## src/rtl/mram_burst_sched_if.sv

```systemverilog
// Beat-address bus between the burst scheduler and the MRAM address serialiser.
// The scheduler drives addresses and the serialiser returns back-pressure through mem_ready.
interface mram_burst_sched_if #(
  parameter int ADDR_W = 16
);
  logic              mem_valid;
  logic [ADDR_W-1:0] mem_addr;
  logic              mem_ready;
  logic              mem_last;

  modport master (
    output mem_valid,
    output mem_addr,
    output mem_last,
    input  mem_ready
  );

  modport slave (
    input  mem_valid,
    input  mem_addr,
    input  mem_last,
    output mem_ready
  );
endinterface

```

## src/rtl/mram_burst_sched.sv

```systemverilog
// Round-robin scheduler that shares one MRAM burst datapath between two requesters.
// It latches the winner's address, mode and length, then issues one beat address per accepted handshake.
module mram_burst_sched #(
  parameter int ADDR_W = 16,
  parameter int LEN_W  = 8
) (
  input  logic              clk,
  input  logic              rst,
  input  logic [1:0]        req,
  input  logic [1:0]        req_mode,
  input  logic [ADDR_W-1:0] req_addr0,
  input  logic [ADDR_W-1:0] req_addr1,
  input  logic [LEN_W-1:0]  req_len0,
  input  logic [LEN_W-1:0]  req_len1,
  output logic [1:0]        gnt,
  output logic              busy,
  output logic              done,
  output logic              done_id,
  mram_burst_sched_if.master mem
);

  typedef enum logic [1:0] {
    ST_IDLE,
    ST_GRANT,
    ST_ISSUE,
    ST_DONE
  } state_t;

  state_t            state;
  state_t            state_nxt;

  logic              last_id;
  logic              winner;
  logic [ADDR_W-1:0] cur_addr;
  logic [LEN_W-1:0]  beats_left;

  logic              pick;
  logic              sel_mode;
  logic [LEN_W-1:0]  sel_len;
  logic [ADDR_W-1:0] sel_addr;
  logic [LEN_W-1:0]  start_beats;
  logic              last_beat;
  logic              beat_accept;

  // A lone requester wins outright; on a tie the one not served last wins.
  always_comb begin
    if (req == 2'b11) pick = ~last_id;
    else              pick = req[1];
  end

  assign sel_mode = pick ? req_mode[1] : req_mode[0];
  assign sel_len  = pick ? req_len1    : req_len0;
  assign sel_addr = pick ? req_addr1   : req_addr0;

  // Single transfers and zero-length bursts both collapse to one beat.
  assign start_beats = (sel_mode && (sel_len != '0)) ? sel_len : LEN_W'(1);

  assign last_beat   = (beats_left == LEN_W'(1));
  assign beat_accept = (state == ST_ISSUE) && mem.mem_ready;

  always_ff @(posedge clk or posedge rst) begin
    if (rst) state <= ST_IDLE;
    else     state <= state_nxt;
  end

  // NOTE: every combinational output gets a default before the case so no latch is inferred.
  always_comb begin
    state_nxt = state;
    case (state)
      ST_IDLE:  if (req != 2'b00) state_nxt = ST_GRANT;
      ST_GRANT: state_nxt = ST_ISSUE;
      ST_ISSUE: if (beat_accept && last_beat) state_nxt = ST_DONE;
      ST_DONE:  state_nxt = ST_IDLE;
      default:  state_nxt = ST_IDLE;
    endcase
  end

  // NOTE: sequential state uses non-blocking assignments so all registers update from pre-edge values.
  always_ff @(posedge clk or posedge rst) begin
    if (rst) begin
      last_id    <= 1'b1;
      winner     <= 1'b0;
      cur_addr   <= '0;
      beats_left <= '0;
    end else begin
      case (state)
        ST_IDLE: begin
          if (req != 2'b00) begin
            winner     <= pick;
            cur_addr   <= sel_addr;
            beats_left <= start_beats;
          end
        end
        ST_ISSUE: begin
          if (mem.mem_ready) begin
            cur_addr   <= cur_addr + 1'b1;
            beats_left <= beats_left - 1'b1;
          end
        end
        ST_DONE: last_id <= winner;
        default: ;
      endcase
    end
  end

  // Outputs decode only from state and registers, never from req or mem_ready.
  always_comb begin
    gnt           = 2'b00;
    busy          = 1'b0;
    done          = 1'b0;
    done_id       = 1'b0;
    mem.mem_valid = 1'b0;
    mem.mem_addr  = '0;
    mem.mem_last  = 1'b0;
    case (state)
      ST_GRANT: begin
        busy        = 1'b1;
        gnt[winner] = 1'b1;
      end
      ST_ISSUE: begin
        busy          = 1'b1;
        mem.mem_valid = 1'b1;
        mem.mem_addr  = cur_addr;
        mem.mem_last  = last_beat;
      end
      ST_DONE: begin
        busy    = 1'b1;
        done    = 1'b1;
        done_id = winner;
      end
      default: ;
    endcase
  end

endmodule
```

## src/flat_wrapper.sv

```systemverilog
// flat-port wrapper written by rule: the top's interface ports become plain ports
module mram_burst_sched_flat 
#(
  parameter int ADDR_W = 16,
  parameter int LEN_W  = 8
)
  (clk, rst, req, req_mode, req_addr0, req_addr1, req_len0, req_len1, gnt, busy, done, done_id, mem_mem_valid, mem_mem_addr, mem_mem_last, mem_mem_ready);
  mram_burst_sched_if #(.ADDR_W(ADDR_W)) mem_i ();
  input  logic clk;
  input  logic rst;
  input  logic [1:0] req;
  input  logic [1:0] req_mode;
  input  logic [ADDR_W-1:0] req_addr0;
  input  logic [ADDR_W-1:0] req_addr1;
  input  logic [LEN_W-1:0] req_len0;
  input  logic [LEN_W-1:0] req_len1;
  output logic [1:0] gnt;
  output logic busy;
  output logic done;
  output logic done_id;
  output wire logic [$bits(mem_i.mem_valid)-1:0] mem_mem_valid;
  output wire logic [$bits(mem_i.mem_addr)-1:0] mem_mem_addr;
  output wire logic [$bits(mem_i.mem_last)-1:0] mem_mem_last;
  input wire logic [$bits(mem_i.mem_ready)-1:0] mem_mem_ready;
  assign mem_mem_valid = mem_i.mem_valid;
  assign mem_mem_addr = mem_i.mem_addr;
  assign mem_mem_last = mem_i.mem_last;
  assign mem_i.mem_ready = mem_mem_ready;
  mram_burst_sched #(.ADDR_W(ADDR_W), .LEN_W(LEN_W)) u_core (.clk(clk), .rst(rst), .req(req), .req_mode(req_mode), .req_addr0(req_addr0), .req_addr1(req_addr1), .req_len0(req_len0), .req_len1(req_len1), .gnt(gnt), .busy(busy), .done(done), .done_id(done_id), .mem(mem_i));
endmodule
```

## config.mk

```make
export PLATFORM = sky130hd
export DESIGN_NAME = mram_burst_sched_flat
export DESIGN_NICKNAME = d
export VERILOG_FILES = /design/src/rtl/mram_burst_sched_if.sv /design/src/rtl/mram_burst_sched.sv /design/src/flat_wrapper.sv
export SDC_FILE = /design/constraint.sdc
export NUM_CORES = 1
export LEC_CHECK = 0
export BUFFER_PORTS_ARGS = -buffer_cell sky130_fd_sc_hd__buf_2
export CAP_MARGIN = 30
export CORE_MARGIN = 2
export CORE_UTILIZATION = 50
export DETAILED_ROUTE_END_ITERATION = 8
export GPL_TIMING_DRIVEN = 1
export PLACE_DENSITY_LB_ADDON = 0.3
export SLEW_MARGIN = 15
export SYNTH_ARGS = -nofsm -noshare
export SYNTH_HDL_FRONTEND = slang
export SYNTH_SLANG_ARGS = --single-unit
```

## constraint.sdc

```tcl
create_clock -name clk -period 2.37 [get_ports clk]
set_input_delay 0.474 -clock clk [delete_from_list [all_inputs] [get_ports clk]]
set_output_delay 0.474 -clock clk [all_outputs]
set_load 0.01 [all_outputs]
```

Word-level counts from Yosys, hierarchy flattened
Index checks and enable logic that the tools add are counted.
Storage, ports and cells
  flip-flop bits (word level): 28
  word-level logic and storage cells: 53
Operators by class
  add/subtract/negate cells: 2
  order comparisons: 2
  multiplexer cells: 23
  reductions and logical operators: 12
  bitwise gates (word level): 1
  equality and inequality tests: 8
Operators by type and width (count)
  two-way mux 16 bit: 4
  two-way mux 8 bit: 4
  one-hot mux 16 bit (2 select lines): 1
  adder 16 x 1 -> 16 bit (second input constant): 1
  one-hot mux 8 bit (2 select lines): 1
  == test 8 x 1 -> 1 bit (second input constant): 1
  two-way mux 1 bit: 8
  one-hot mux 2 bit (4 select lines): 1
  nonzero test 8 bit: 1
  subtractor 8 x 1 -> 8 bit (second input constant): 1
  == test 2 bit (second input constant): 3
  two-way mux 2 bit: 3
  logical AND 1 bit: 4
  != test 2 bit (second input constant): 2
  AND reduction 2 bit: 2
  nonzero test 2 bit: 2
  AND reduction 3 bit: 1
  OR reduction 3 bit: 1
  == test 2 x 1 -> 1 bit (second input constant): 1
  logical NOT 2 bit: 1
  less-than comparator 1 x 2 -> 1 bit (second input constant): 1
  != test 2 x 1 -> 1 bit (second input constant): 1
  demux 1 bit (select 1 bit): 1
  >= comparator 1 bit (second input constant): 1
  inverter 1 bit: 1

Longest topological paths before layout
Gate-level depths: netlist of run 1.
  word-level depth: 8
  gate-level depth with buffers: 9
  depth with buffers taken out: 6

Worst setup path after synthesis of run 1
OpenSTA, ideal clock, no wires.
  kind: reg-to-output
  start point: reg u_core.state[0]
  end point: out mem_mem_last
  stages on the path, launching flop included: 8
  buffers on the path: 3
  required time: 1896 ps
  path slack: 219 ps
  arrival: 1677 ps
  cell sequence: dfrtp_1 > inv_1 > ha_1 > buf_2 > clkbuf_1 > clkbuf_1 > nand2_1 > nor2_1
On the way
  longest elaborated chain between the ends: 2
Ends and longest elaborated chain
  start: declaration: line mram_burst_sched.sv:29  | state_t state;
  start signal: assignment: line mram_burst_sched.sv:63  | else state <= state_nxt;
  == test 2 bit: line mram_burst_sched.sv:115  | case (state)
  two-way mux 1 bit: line mram_burst_sched.sv:115
  end: declaration: line flat_wrapper.sv:23  | output wire logic [$bits(mem_i.mem_last)-1:0] mem_mem_last;
No other way between the ends.

Worst setup path after layout of run 1
  start point: reg u_core.state[0]
  end point: out mem_mem_addr[8]
On the way
  longest elaborated chain between the ends: 2
Ends and longest elaborated chain
  == test 2 bit: line mram_burst_sched.sv:115
  two-way mux 16 bit: line mram_burst_sched.sv:115
  end: declaration: line flat_wrapper.sv:22  | output wire logic [$bits(mem_i.mem_addr)-1:0] mem_mem_addr;
No other way between the ends.

==> metrics.txt, run 1 <==
port bufs 77; Vias 2249; DRT Pass-1 Iters 4; CP arrival 1.76 ns; number of global-route vias before repair 2154; CTS tree built; ANT cells 0; CP max FO 35; Post-Synth Adder-Cell Area 0.0398; routed wire length 5.83 mm; Pleak ~1.3 nW; Unique masters post-synth 56; WL/cell roughly 15 um; Post-Syn Instances about 260; row count 24; status completed; Crit path largest cell delay roughly 0.42 ns; EDFF count, synth 0; mean post-synth cell area 8.64 um2; P&R area growth vs syn 22.8%; commonest non-fill, non-tap cell in the layout buf_2; fraction of registers with async set or reset after synthesis 1.00; Clock Pin Slew Worst Setup and Hold Paths 0.10 ns; Via density about 5.9; Initial Util 0.513; commonest cells after routing, fill and taps aside buf_2, dfrtp_1, nand2_1; Max IR drop VDD 0.479 mV; CP Cell Sequence inv_1, ha_1, buf_4, and2_1, buf_2; die area slightly below 0.005 mm2; # clock sinks 28; GP Congestion approximately 0.83; DRT antenna net count 0; YS warnings 0; Post-synth top flop dfrtp_1; period utilisation layout 0.942; initial antenna violation count 0; Worst EP required around 1.9 ns; Pwr Total 0.00329 W; Die Ht 70.4 um; Max Cap Viol 0; reg-to-reg setup timing slack 0.39 ns; DRC viols 0; Slew headroom 0.599; CTS max path bufs 2; max-slew violations 0; RSZ-0062 raised after global routing false; Iter 0 DRT Violations 229; Post-CTS Hold Buffers 0; mux cell area share after synthesis 0.102; worst slew pin tran 0.598 ns; kind of critical path reg2out; R2R cell count 6; pwr dens around 1200 mW/mm2; number of I/O pins 78; first-pass GRT wire length approximately 9.9 mm; Post-CTS Setup Bufs 0; CTS root buf clkbuf_8; sequential-to-total area share from yosys stat 0.319; layout cell share with drive strength beyond 1 0.307; total global-route track usage 0.247; Critical Path Start Type flop; Fin. Hold Viols 0; pin count of the biggest net entering global routing 36; Final setup viols 0; CTS H-Tree Depth 1; #FFs+latches synth 28; Final min period about 2.2 ns; Core Area between 0.004 and 0.005 mm2; post-cts sizing count 0; aggregate global routing overflow 0; post-route setup TNS 0 ns; later-pin clock latency in the skew report 0.28 ns; RR Endpoint u_core.beats_left[0]; Mapped Nets ~320; Die Wd ~70 um; maximum clock frequency 448 MHz; Synth Area in XOR/XNOR 0; HPWL after detailed placement between 4 and 5 mm; CTS buffer count 3; Slowest-stage cell, CP dfrtp_1; nets around 400; Setup Skew around 0.0012 ns; main combinational cell family by area after synthesis compound AO/OA/AOI/OAI gates; Synth Area in Compound Gates 0.255; Post-Syn Area roughly 0.0022 mm2; RR Startpoint u_core.state[0]; Post-Synth Simple-Gate Area 0.235; CP endpoint kind output port; Hold Crit Class in2async
==> worst max-delay path by stage <==
stage,from,end,slack [ns],cells past startpoint
floorplan,u_core.state[0],mem_mem_last,0.22,7
global placement,u_core.state[0],u_core.cur_addr[0],0.39,6
detailed placement,u_core.state[0],u_core.beats_left[7],0.26,6
CTS,u_core.state[0],mem_mem_addr[8],0.16,5
global route,u_core.state[0],mem_mem_addr[8],0.05,5
finish,u_core.state[0],mem_mem_addr[8],0.14,5
==> layout make-up <==
| cell class | count | area, um2 |
|---|---|---|
| well taps | 52 | 65.1 |
| fillers | 386 | 1590 |
| flip-flops and latches | 28 | 702 |
| repair buffers | 86 | 453 |
| clock buffers | 4 | 55.1 |
| inverters | 10 | 37.5 |
| multi-input cells | 204 | 1390 |
==> synth_stat cells (2+ instances only) <==
cell       count  share of area
nand2b_1       2         0.0057
buf_6          2          0.010
a311oi_1       2         0.0080
clkbuf_1       5         0.0085
and2_1        17          0.048
mux2_1         4          0.020
a21oi_1       12          0.027
a32oi_1        3          0.012
a22oi_1        3          0.010
nand2_1       25          0.043
o21ai_1        6          0.014
a32o_1         3          0.014
a22o_1         2         0.0080
nor4_1         7          0.020
inv_1          9          0.015
a2bb2oi_1      4          0.016
o31ai_1        3          0.010
buf_2          5          0.011
o221ai_1       4          0.016
mux2_2         4          0.020
o21ai_0        9          0.020
nand3_1        7          0.016
nor2_1        15          0.026
o41ai_1        3          0.012
o211ai_1       3          0.010
a211oi_1       4          0.014
nor2b_1        3         0.0085
or3_1          2         0.0057
a21bo_1        2         0.0091
ha_1           7          0.040
and3_1         5          0.014
nor3_2         2         0.0091
dfrtp_1       27           0.31
mux2i_1       12          0.055
nor3_1         3         0.0068
o21a_1         2         0.0068
nand4_1        5          0.014
o22ai_1        4          0.011
==> flip-flops by register name (all words and copies together), names as in the netlist <==
signal             flops
u_core.winner          1
u_core.last_id         1
u_core.state           2
u_core.cur_addr       16
u_core.beats_left      8
==> metrics by stage <==
| stage | hold WS, ns | utilization | worst slack (ns) | instance area [um2] | instances |
|---|---|---|---|---|---|
| global route | 0.290 | 0.630 | 0.0534 | 2710 | 384 |
| detailed placement | 0.524 | 0.617 | 0.264 | 2650 | 380 |
| CTS | 0.259 | 0.630 | 0.156 | 2710 | 384 |
| floorplan | 0.481 | - | 0.219 | 2200 | 255 |
| finish | 0.239 | 0.630 | 0.139 | 2710 | 384 |
| global placement | 0.505 | 0.617 | 0.393 | 2650 | 380 |
==> kinds of logic (layout without fill, tap and decap cells) <==
kind of cell               count (synthesis)  count (layout)
AOI/OAI and AO/OA                         78              78
adders and majority gates                  7               7
buffers and inverters                     23             100
DFF                                       28              28
muxes                                     21              21
and+or+nand+nor                           98              98
==> power breakdown <==
part | switching (W) | total, W | internal (W)
Clock | 0.000161 | 0.000310 | 0.000149
Sequential | 0.000285 | 0.00101 | 0.000722
Combinational | 0.00109 | 0.00197 | 0.000881
==> metal layers <==
layer	global-route usage	share of wire
met1	0.344	0.45
met2	0.392	0.47
met3	0.0361	0.068
met4	0.0812	0.017
met5	0	0
==> worst max-delay path: cells and delay by family (launching register included) <==
family / cells / cell delay (ns)
fa+ha+maj: 1 / 0.24
buf+inv: 3 / 0.57
flops: 1 / 0.42
simple gates: 1 / 0.23
Power figures use the tool's default switching activity.
==> run 2: changes to the inputs <==
CTS_CLUSTER_SIZE = 20   (was not set)
MAX_ROUTING_LAYER = met4   (was not set)
==> run 2 against run 1 <==
Critical endpoint unchanged. Sequential share of layout area unchanged. Register-to-register slack about the same. Die area unchanged. Via count up 0.49%. Sequential power about the same.
==> metrics.txt, run 2 (synthesis gave the netlist of run 1 again) <==
status completed (unchanged); commonest cells after routing, fill and taps aside buf_2, dfrtp_1, nand2_1 (unchanged); Clock Pin Slew Worst Setup and Hold Paths 0.10 ns (about the same); initial antenna violation count 0 (unchanged); Pint 0.00175 W (about the same); Worst EP required 1.90 ns (about the same); GP Congestion 0.840 (was 0.827); Vias 2260 (was 2249); first-pass GRT wire length 9.91 mm (was 9.92 mm); CP endpoint kind output port (unchanged); aggregate global routing overflow 0 (unchanged); Seq pwr share 0.306 (about the same); total global-route track usage 0.253 (was 0.247); Max Cap Viol 0 (unchanged); cell family with most CP delay buffers and inverters (unchanged); CP max FO 35 (unchanged); Via density 5.89 (was 5.86); CTS buffer count 3 (unchanged); CTS root buf clkbuf_8 (unchanged); Filler cells 386 (unchanged); Iter 0 DRT Violations 251 (was 229); ANT cells 0 (unchanged); pwr dens 1220 mW/mm2 (about the same); CP arrival 1.76 ns (about the same); Critical Path Start Type flop (unchanged); die area 0.00495 mm2 (unchanged); Max IR drop VDD 0.478 mV (was 0.479 mV); CTS max path bufs 2 (unchanged); RSZ-0062 raised after global routing false (unchanged); layout cell share with drive strength beyond 1 0.307 (unchanged); CTS tree built (unchanged); Final setup viols 0 (unchanged); P_sw 0.00154 W (about the same); CP Cell Sequence inv_1, ha_1, buf_4, and2_1, buf_2 (unchanged); max-slew violations 0 (unchanged); Setup Skew 0.00116 ns (about the same); P&R area growth vs syn 22.8% (unchanged); Regs by FF count u_core.cur_addr (16), u_core.beats_left (8), u_core.state (2) (unchanged); Post-CTS Setup Bufs 0 (unchanged); routed wire length 5.82 mm (was 5.83 mm); pin count of the biggest net entering global routing 36 (unchanged); # clock sinks 28 (unchanged); Hold Crit Class in2async (unchanged); Die Ht 70.4 um (unchanged); Combinational Power Share 0.600 (about the same); post-route setup TNS 0 ns (unchanged); DRT Pass-1 Iters 4 (unchanged); post-cts sizing count 0 (unchanged); period utilisation layout 0.941 (was 0.942); Largest register FFs 16 (unchanged); WP buf/inv 3 (unchanged); switching portion of total power 0.467 (about the same); final core occ 0.630 (unchanged); worst slew pin tran 0.590 ns (was 0.598 ns); Core Area 0.00429 mm2 (unchanged); nets 395 (unchanged); Fin. Hold Viols 0 (unchanged); Slew headroom 0.604 (was 0.599); DRT antenna net count 0 (unchanged); Die Wd 70.4 um (unchanged); maximum clock frequency 448 MHz (about the same); Biggest register u_core.cur_addr (unchanged); DRC viols 0 (unchanged); Pleak 1.29 nW (unchanged); later-pin clock latency in the skew report 0.28 ns (about the same); Slowest-stage cell, CP dfrtp_1 (unchanged); row count 24 (unchanged); Final min period 2.23 ns (about the same); Initial Util 0.513 (unchanged); number of global-route vias before repair 2151 (was 2154); port bufs 77 (unchanged); clock power share 0.094 (about the same); CTS H-Tree Depth 1 (unchanged); Crit path largest cell delay 0.42 ns (about the same); Post-CTS Hold Buffers 0 (unchanged); HPWL after detailed placement 4.42 mm (unchanged); commonest non-fill, non-tap cell in the layout buf_2 (unchanged); kind of critical path reg2out (unchanged); number of I/O pins 78 (unchanged); WL/cell 15.2 um (about the same)
run 2: cell counts in the layout (fill, tap and decap cells not counted):
No cell type changed its count.
run 2: final timing paths:
path	from	endpoint	slack, ns	cells past startpoint
setup reg to reg	u_core.state[0]	u_core.beats_left[0]	0.38	6
setup / recovery	u_core.state[0]	mem_mem_addr[8]	0.14	5
min in group clk	req_addr1[1]	u_core.cur_addr[1]	0.48	3
hold reg to reg	u_core.winner	u_core.winner	0.55	2
max in group asynchronous	rst	u_core.last_id	1.82	3
hold / removal	rst	u_core.cur_addr[15]	0.24	3
run 2: per-layer routing:
layer / track usage / up-vias / share of wire
li1: - / 1113 / -
met5: - / - / 0
met4: 0.0812 / 0 / 0.015
met2: 0.393 / 97 / 0.47
met3: 0.0346 / 9 / 0.063
met1: 0.344 / 1041 / 0.45
run 2: power by group through the flow:
stage / Clock [W] / Sequential (W) / Combinational [W]
2_1_floorplan: 0 / 0.000927 / 0.00147
3_3_place_gp: 0 / 0.000998 / 0.00192
3_5_place_dp: 0 / 0.00101 / 0.00196
4_1_cts: 0.000308 / 0.000998 / 0.00197
5_1_grt: 0.000334 / 0.00105 / 0.00220
6_report: 0.000309 / 0.00101 / 0.00197
run 2: per-stage QoR:
stage	setup slack, ns	power (W)	hold WS (ns)	cell area [um2]	instances
after floorplan	0.219	0.00240	0.481	2200	255
after global placement	0.393	0.00292	0.505	2650	380
after detailed placement	0.264	0.00296	0.524	2650	380
after CTS	0.156	0.00327	0.259	2710	384
after global routing	0.0534	0.00359	0.290	2710	384
final	0.139	0.00329	0.243	2710	384
run 2: final cells by class:
cell class | instances | area [um2] | share of cell area
clock buffer | 4 | 55.1 | 0.0204
inverter | 10 | 37.5 | 0.0139
multi-input combinational | 204 | 1390 | 0.515
sequential | 28 | 702 | 0.259
tap | 52 | 65.1 | 0.0241
timing repair buffer | 86 | 453 | 0.167
run 2: tightest hold or removal path, cell delays in order:
cell	delay, ns
buf_2	0.09
inv_1	0.04
buf_4	0.34
